**src/rtl/rv32i_pkg.sv**
```systemverilog
// Shared RV32I execute-stage constants and types for the sequential shift unit.
package rv32i_pkg;

  localparam int unsigned XLEN    = 32;
  localparam int unsigned SHAMT_W = 5;
  localparam int unsigned REG_W   = 5;

  localparam logic [6:0] OPC_OP    = 7'b0110011;
  localparam logic [6:0] OPC_OPIMM = 7'b0010011;
  localparam logic [2:0] F3_SLL    = 3'b001;
  localparam logic [2:0] F3_SR     = 3'b101;

  typedef enum logic [1:0] {
    SH_SLL = 2'd0,
    SH_SRL = 2'd1,
    SH_SRA = 2'd2
  } sh_type_t;

  typedef enum logic [1:0] {
    IDLE  = 2'd0,
    SHIFT = 2'd1,
    DONE  = 2'd2
  } state_t;

  // One shift step of up to 7 bit positions; SRA replicates the operand's bit 31.
  function automatic logic [XLEN-1:0] shift_op(input logic [XLEN-1:0] op,
                                               input sh_type_t        kind,
                                               input logic [2:0]      amt);
    logic [XLEN-1:0] r;
    case (kind)
      SH_SLL:  r = op << amt;
      SH_SRL:  r = op >> amt;
      default: r = XLEN'($signed(op) >>> amt);
    endcase
    return r;
  endfunction

endpackage

```
**src/rtl/ex_shift_dec.sv**
```systemverilog
// Combinational decode of the D/E instruction into shift-enable, shift type and amount.
module ex_shift_dec
  import rv32i_pkg::*;
(
  input  logic [XLEN-1:0]    ir,
  input  logic [XLEN-1:0]    rs2,
  input  logic [XLEN-1:0]    imm,
  output logic               is_shift,
  output sh_type_t           sh_type,
  output logic [SHAMT_W-1:0] shamt
);

  logic [6:0] opc;
  logic [2:0] f3;
  logic       is_op;
  logic       is_opimm;

  assign opc      = ir[6:0];
  assign f3       = ir[14:12];
  assign is_op    = (opc == OPC_OP);
  assign is_opimm = (opc == OPC_OPIMM);

  assign is_shift = (is_op || is_opimm) && ((f3 == F3_SLL) || (f3 == F3_SR));
  assign sh_type  = (f3 == F3_SLL) ? SH_SLL : (ir[30] ? SH_SRA : SH_SRL);
  assign shamt    = is_op ? rs2[SHAMT_W-1:0] : imm[SHAMT_W-1:0];

  // Fields that play no part in shift decode.
  logic unused_ok;
  assign unused_ok = ^{ir[31], ir[29:15], ir[11:7], rs2[XLEN-1:SHAMT_W], imm[XLEN-1:SHAMT_W]};

endmodule

```
**src/rtl/ex_seq_shifter.sv**
```systemverilog
// Iterative RV32I shift unit reading the D/E register; stalls upstream while shifting.
// Define SHIFT_STEP4_EN to take 4-bit steps while at least 4 positions remain.
module ex_seq_shifter
  import rv32i_pkg::*;
(
  input  logic              clk,
  input  logic              rst,
  input  logic              in_valid,
  input  logic              flush,
  input  logic [XLEN-1:0]   PC_E,
  input  logic [XLEN-1:0]   IR_E,
  input  logic [XLEN-1:0]   rs1_E,
  input  logic [XLEN-1:0]   rs2_E,
  input  logic [XLEN-1:0]   Imm_E,
  output logic              stall,
  output logic              out_valid,
  output logic [XLEN-1:0]   res,
  output logic [REG_W-1:0]  rd,
  output logic [XLEN-1:0]   pc_out
);

  state_t               state, state_n;
  logic [XLEN-1:0]      op_q, op_n;
  logic [SHAMT_W-1:0]   cnt_q, cnt_n;
  sh_type_t             typ_q, typ_n;
  logic                 accept_c;

  logic                 dec_is_shift;
  sh_type_t             dec_type;
  logic [SHAMT_W-1:0]   dec_shamt;

  ex_shift_dec u_dec (
    .ir       (IR_E),
    .rs2      (rs2_E),
    .imm      (Imm_E),
    .is_shift (dec_is_shift),
    .sh_type  (dec_type),
    .shamt    (dec_shamt)
  );

  always_ff @(posedge clk or negedge rst) begin
    if (!rst) begin
      state     <= IDLE;
      op_q      <= '0;
      cnt_q     <= '0;
      typ_q     <= SH_SLL;
      out_valid <= 1'b0;
      res       <= '0;
      rd        <= '0;
      pc_out    <= '0;
    end else begin
      state     <= state_n;
      op_q      <= op_n;
      cnt_q     <= cnt_n;
      typ_q     <= typ_n;
      out_valid <= (state_n == DONE);
      if (state_n == DONE) begin
        res <= op_n;
      end
      if (accept_c) begin
        rd     <= IR_E[11:7];
        pc_out <= PC_E;
      end
    end
  end

  // Next-state, datapath step and stall; flush and reset override everything else.
  always_comb begin
    state_n  = state;
    op_n     = op_q;
    cnt_n    = cnt_q;
    typ_n    = typ_q;
    accept_c = 1'b0;
    stall    = 1'b0;

    case (state)
      IDLE: begin
        if (in_valid && dec_is_shift && !flush) begin
          accept_c = 1'b1;
          stall    = 1'b1;
          op_n     = rs1_E;
          cnt_n    = dec_shamt;
          typ_n    = dec_type;
          state_n  = (dec_shamt == '0) ? DONE : SHIFT;
        end
      end
      SHIFT: begin
        stall = 1'b1;
`ifdef SHIFT_STEP4_EN
        if (cnt_q >= SHAMT_W'(4)) begin
          op_n  = shift_op(op_q, typ_q, 3'd4);
          cnt_n = cnt_q - SHAMT_W'(4);
        end else begin
          op_n  = shift_op(op_q, typ_q, 3'd1);
          cnt_n = cnt_q - SHAMT_W'(1);
        end
`else
        op_n  = shift_op(op_q, typ_q, 3'd1);
        cnt_n = cnt_q - SHAMT_W'(1);
`endif
        state_n = (cnt_n == '0) ? DONE : SHIFT;
      end
      DONE: begin
        // Never accept here: the D/E register still holds the finished instruction.
        state_n = IDLE;
      end
      default: begin
        state_n = IDLE;
      end
    endcase

    if (flush) begin
      state_n  = IDLE;
      stall    = 1'b0;
      accept_c = 1'b0;
    end
    if (!rst) begin
      stall = 1'b0;
    end
  end

endmodule

```
**config.mk**
```make
export PLATFORM = sky130hd
export DESIGN_NAME = ex_seq_shifter
export DESIGN_NICKNAME = d
export VERILOG_FILES = /design/src/rtl/rv32i_pkg.sv /design/src/rtl/ex_shift_dec.sv /design/src/rtl/ex_seq_shifter.sv
export SDC_FILE = /design/constraint.sdc
export NUM_CORES = 1
export LEC_CHECK = 0
export CAP_MARGIN = 20
export CORE_MARGIN = 1
export CORE_UTILIZATION = 39
export DETAILED_ROUTE_END_ITERATION = 10
export GPL_TIMING_DRIVEN = 0
export HOLD_SLACK_MARGIN = 0.15
export PLACE_DENSITY = 0.81
export SLEW_MARGIN = 0
export SYNTH_ARGS = -nofsm -noshare
export SYNTH_HDL_FRONTEND = slang
export SYNTH_SLANG_ARGS = --single-unit
export TNS_END_PERCENT = 5
```
**constraint.sdc**
```tcl
create_clock -name clk -period 1.9 [get_ports clk]
set_input_delay 0.38 -clock clk [delete_from_list [all_inputs] [get_ports clk]]
set_output_delay 0.38 -clock clk [all_outputs]
set_load 0.02 [all_outputs]
```
[After elaboration in Yosys (flattened, before gate mapping)]
Index checks and enable logic that the tools add are counted.
Word-level totals
  register bits: 111
  output and inout port bits: 71
Operators by class
  add/subtract/negate cells: 1
  eq/ne operators: 8
  multiplexer cells: 19
  reductions and logical operators: 13
Operators by type and width (number)
  one-hot mux 32 bit (2 select lines): 2
  2-to-1 mux 32 bit: 1
  2-to-1 mux 2 bit: 6
  zero test 5 bit: 2
  2-to-1 mux 5 bit: 2
  one-hot mux 5 bit (2 select lines): 1
  == test 7 x 5 -> 1 bit, second input constant: 1
  == test 7 x 6 -> 1 bit, second input constant: 1
  2-to-1 mux 1 bit: 5
  subtractor 5 x 1 -> 5 bit, second input constant: 1
  == test 2 x 1 -> 1 bit, second input constant: 2
  zero test 2 bit: 2
  one-hot mux 2 bit (2 select lines): 1
  AND reduction 2 bit: 2
  == test 3 x 1 -> 1 bit, second input constant: 1
  == test 3 bit, second input constant: 1
  logical AND 1 bit: 3
  == test 2 bit, second input constant: 1
  logical OR 1 bit: 2
  != test 2 bit, second input constant: 1
  one-hot mux 1 bit (2 select lines): 1
  nonzero test 2 bit: 1
  zero test 1 bit: 1

[Longest topological paths before layout]
  depth in word-level cells: 9
  depth in mapped cells: 8
  depth with buffers taken out: 7

[Hierarchy]
Synthesis repeated with hierarchy kept, for this count alone.
Second synthesis, totals
  cells, all modules: 413
  area, all modules: 5566.6 sq um
Modules (own cells, without submodules)
  ex_seq_shifter: instances 1, cells each 399, area an instance 5450.2 sq um
  ex_shift_dec: instances 1, cells each 14, area an instance 116.4 sq um

[Worst setup path after synthesis]
Ideal clock, no wire load.
  path type: input port to output port
  start: input IR_E[3]
  end: output stall
  data arrival time: 1.867 ns
  data required time: 1.520 ns
  path slack: -0.347 ns
  stages on the path: 6
  path buffers: 2
  path through: nor4b_2 > and3_1 > buf_2 > buf_4 > nor2_1 > nor3b_1
On the way
  word-level cells in the longest chain between the ends: 9
  elaborated cells between the ends (all ways): 10
RTL lines
  start, declared: RTL line ex_seq_shifter.sv:11  | input logic [XLEN-1:0] IR_E,
  == test 7 x 6 -> 1 bit / == test 7 x 5 -> 1 bit (equally long branches): RTL line ex_shift_dec.sv:20, ex_shift_dec.sv:21
  logical OR 1 bit *: RTL line ex_shift_dec.sv:23  | assign is_shift = (is_op || is_opimm) && ((f3 == F3_SLL) || (f3 == F3_SR));
  logical AND 1 bit *: RTL line ex_shift_dec.sv:23
  logical AND 1 bit * (2 in a row): RTL line ex_seq_shifter.sv:78  | if (in_valid && dec_is_shift && !flush) begin
  2-to-1 mux 1 bit *: RTL line ex_seq_shifter.sv:78
  one-hot mux 1 bit (2 select lines) *: RTL line ex_seq_shifter.sv:76  | case (state)
  2-to-1 mux 1 bit *: RTL line ex_seq_shifter.sv:112  | if (flush) begin
  2-to-1 mux 1 bit *: RTL line ex_seq_shifter.sv:117  | if (!rst) begin
  end, declared: RTL line ex_seq_shifter.sv:15  | output logic stall,
Mark *: on every way between the ends. The rest lies on a longest branch, timed or not.

[Worst setup path in the final report]
  start: input rs2_E[4]
  end: register res[31]
On the way
  word-level cells in the longest chain between the ends: 7
RTL lines
  start, declared: RTL line ex_seq_shifter.sv:13  | input logic [XLEN-1:0] rs2_E,
  2-to-1 mux 5 bit: RTL line ex_shift_dec.sv:25  | assign shamt = is_op ? rs2[SHAMT_W-1:0] : imm[SHAMT_W-1:0];
  zero test 5 bit: RTL line ex_seq_shifter.sv:84  | state_n = (dec_shamt == '0) ? DONE : SHIFT;
  2-to-1 mux 2 bit: RTL line ex_seq_shifter.sv:84
  2-to-1 mux 2 bit: RTL line ex_seq_shifter.sv:78
  one-hot mux 2 bit (2 select lines): RTL line ex_seq_shifter.sv:76
  2-to-1 mux 2 bit: RTL line ex_seq_shifter.sv:112
  == test 2 bit: RTL line ex_seq_shifter.sv:57  | if (state_n == DONE) begin
  end signal, assigned: RTL line ex_seq_shifter.sv:58  | res <= op_n;
  end, declared: RTL line ex_seq_shifter.sv:17  | output logic [XLEN-1:0] res,
Every way passes these cells.
A chain may end at the register's enable or synchronous reset.

==> results.md <==
- Buffers added on ports: 164
- Setup ws final: -0.1979 ns
- Xor/xnor share of the synthesized area: 0.1603%
- Overall power consumption: 5.416 mW
- Initial drt markers: 275
- Detail-routed net length per standard cell: 18.96 um
- TritonCTS buffer count: 9
- Arrival time worst endpoint: 2.34 ns
- Most used cells in the layout excluding fill and tap cells: clkdlybuf4s50_1 (149), dfrtp_1 (109), mux2_2 (40)
- Crit Path Category: input port to flip-flop
- Core Region: 13450 um2
- Required time of the worst setup path: 2.14 ns
- Worst-case register-to-register setup slack: -0.16 ns
- Gate count after technology mapping: 437
- Worst reg2reg path startpoint: cnt_q[0]
- Highest metal used: met4
- Footprint of the multi-input gates: 2481 um2
- LEAKAGE: 3.705 nW
- Horizontal extent of the die: 120.4 um
- Global-route usage over all layers: 21.97%
- Syn nets: 603
- Total of fill cells in the finished design: 1112
- Endpoint type of the worst setup path: flip-flop
- Met2 Wirelength: 7299 um
- Boundary Pins: 235
- Total clock sinks: 111
- Critical Path Fanout Max: 6
- Area enclosed by the die boundary: 14490 um2
- Count of max-cap constraint violations: 0
- Average via count per standard cell: 5.416
- Antenna violations before repair: 0
- Effective utilization at floorplan: 40.63%
- Detailed-routing wirelength on met1: 6325 um
- Status: complete, but fails checks
- H-tree Lvls: 3
- R2R Path End: res[31]
- Last weighted congestion value of the routability-driven placer: 0.8368
- Number of iterations in the first detailed-routing pass: 5
- Clock-pin slew on the worst setup and hold paths: 0.07 ns
- Vias: 4376
- Kind of start point of the critical path: input port
- Remaining global-route overflow: 0
- Placement-stage cell area: 7357 um2
- Post-route standard cell area excluding fillers: 7940 um2
- Final net count: 793
- Share of cell area taken by muxes after synthesis: 22.87%
- Number of synthesized register bits: 111
- Post-synthesis share of cell area spent on full adders, half adders and majority gates: 0.4579%
- Netlist cell types: 44
- RSZ-0062 raised after global routing: yes
- Clk buf depth: 2
- Setup violators final: 33
- Post-synthesis average cell area: 12.51 um2
- Clock Latency Late Sink: 0.36 ns
- Worst min path class: input port to async pin
- Pin count of the biggest net entering global routing: 67
- Global-route wire length before repair: 24430 um
- F_max: 476.7 MHz
- Area fraction in and, or, nand and nor cells after synthesis: 7.166%
- Main combinational cell family by area after synthesis: multiplexers
- Number of nets with antenna violations after detailed routing: 0
- Post-route clock period utilization: 110.4%
- Clock skew: 0.01172 ns
- Final Routed Wirelength: 15320 um
- Most common cell after layout, fill and taps aside: clkdlybuf4s50_1
- Inserted Diodes: 0
- Post-route minimum period: 2.098 ns
- Final HPWL DP: 10990 um
- Slew at the pin closest to its max-slew limit: 0.7106 ns
- Worst ir drop on vdd: 0.4229 mV
- Share of synthesized area occupied by flip-flops and latches: 50.82%
- Number of core rows: 42
- Setup TNS: -5.475 ns
- Count of synthesis-stage warnings from yosys: 0
- DRC violations left: 0
- Layout cells sized above 1: 25.00%
- R2R depth: 7
- Relative max-transition margin: 52.03%
- Complex-gate fraction of the synthesized area: 12.61%
- Failing checks: hold timing, setup timing
- CTS root buf: clkbuf_16
- Final-report max-slew violation count: 0
- Die Ht: 120.4 um
- Cell Area, Synth: 5465 um2
- Power per cell area: 682.1 nW/um2
- Final-layout worst hold slack: -0.04345 ns
- CTS tree: built
- Area added between synthesis and finish: 45.28%
- Final-report hold violation count: 46
- Flip-flop and latch area: 2780 um2
- Via count of the first global-routing pass: 4643
- Total met3 wirelength after detailed routing: 1396 um
-- cells in the mapped netlist (all sizes together) --
cell type    n  area share, %
dfrtp      111             51
mux2        72             17
nand3       36            3.3
inv         34            2.3
mux2i       33            6.0
o311ai      31            5.0
a2bb2oi     30            4.8
buf         17            2.5
clkbuf      16            1.1
nor2        12           0.87
nand2        5           0.34
a21oi        4           0.43
o21ai        4           0.37
nor3         3           0.37
ha           2           0.46
nand2b       2           0.23
nor3b        2           0.27
o211ai       2           0.27
o221a        2           0.41
o31ai        2           0.27
o32ai        2           0.66
or4          2           0.41
a32oi        1           0.16
and2         1           0.11
and3         1           0.11
and4b        1           0.18
nand4        1           0.11
nand4b       1           0.16
nor2b        1           0.11
nor4b        1           0.27
nor4bb       1           0.18
o21a         1           0.14
o22ai        1           0.11
or2          1           0.11
xnor2        1           0.16
-- kinds of logic (layout without fill, tap and decap cells) --
logic type | Yosys count | in the layout
AOI/OAI and AO/OA | 80 | 80
buffers and inverters | 67 | 262
DFF | 111 | 111
adders and majority gates | 2 | 2
muxes | 105 | 105
and+or+nand+nor | 71 | 71
xor gates and xnor gates | 1 | 1
-- worst max-delay path, stage by stage --
cell             delay, ns
clkdlybuf4s50_1       0.42
or4_4                 0.55
nor2_4                0.11
a21oi_2               0.09
o32ai_4               0.16
buf_12                0.17
buf_6                 0.15
mux2_4                0.31
-- how the worst max path moves through the flow --
| stage | startpoint | to | slack [ns] | depth (start not counted) |
|---|---|---|---|---|
| 5_1_grt | cnt_q[0] | res[31] | -0.23 | 9 |
| 6_report | rs2_E[4] | res[31] | -0.20 | 8 |
| 2_1_floorplan | cnt_q[0] | res[0] | -0.19 | 8 |
| 3_3_place_gp | rst | stall | -4.37 | 3 |
| 4_1_cts | cnt_q[0] | res[4] | -0.26 | 10 |
| 3_5_place_dp | flush | stall | -1.50 | 8 |
-- per-stage QoR --
stage               hold WS (ns)  cells  setup slack [ns]  utilization [%]
finish                  -0.04345    808           -0.1979            59.02
global route            -0.01605    808           -0.2325            59.02
CTS                     -0.04209    812           -0.2573            59.54
detailed placement        0.4411    778            -1.502            54.69
global placement          0.4716    777            -4.374            54.50
floorplan                0.08441    437           -0.1948                -
-- state kept, by name (all words and copies together) (netlist names) --
register and flops:
state 2, typ_q 2, res 32, op_q 32
pc_out 32, cnt_q 5, rd 5, out_valid 1
-- where the power goes --
part / switching (mW) / internal (mW) / total, mW
sequential: 0.123 / 2.49 / 2.61
combinational: 0.323 / 0.465 / 0.787
clock: 0.880 / 1.13 / 2.01
total: 1.32 / 4.09 / 5.42
-- per-layer routing --
| metal | global-route usage [%] | vias up |
|---|---|---|
| met2 | 35.96 | 187 |
| met5 | 0 | - |
| met4 | 8.719 | 0 |
| met1 | 26.34 | 2165 |
| li1 | - | 2005 |
| met3 | 7.783 | 19 |
-- timing repair --
item / in CTS / in global routing
setup buffers: 16 / 1
pin swaps: 12 / 9
endpoints found under the setup margin: 111 / 69
cloned: 2 / 0
gates resized for setup: 72 / 27
endpoints found under the hold margin: 46 / 46
-- cell type report --
cell class                 instances  share of cell area [%]
sequential                       111                   35.01
timing repair buffer             181                   22.93
clock buffer                      12                   3.356
tap                              176                   2.773
buffer                            31                   2.427
inverter                          34                   1.607
multi-input combinational        259                   31.25
clock inverter                     4                  0.6461
Power figures use the tool's default switching activity.
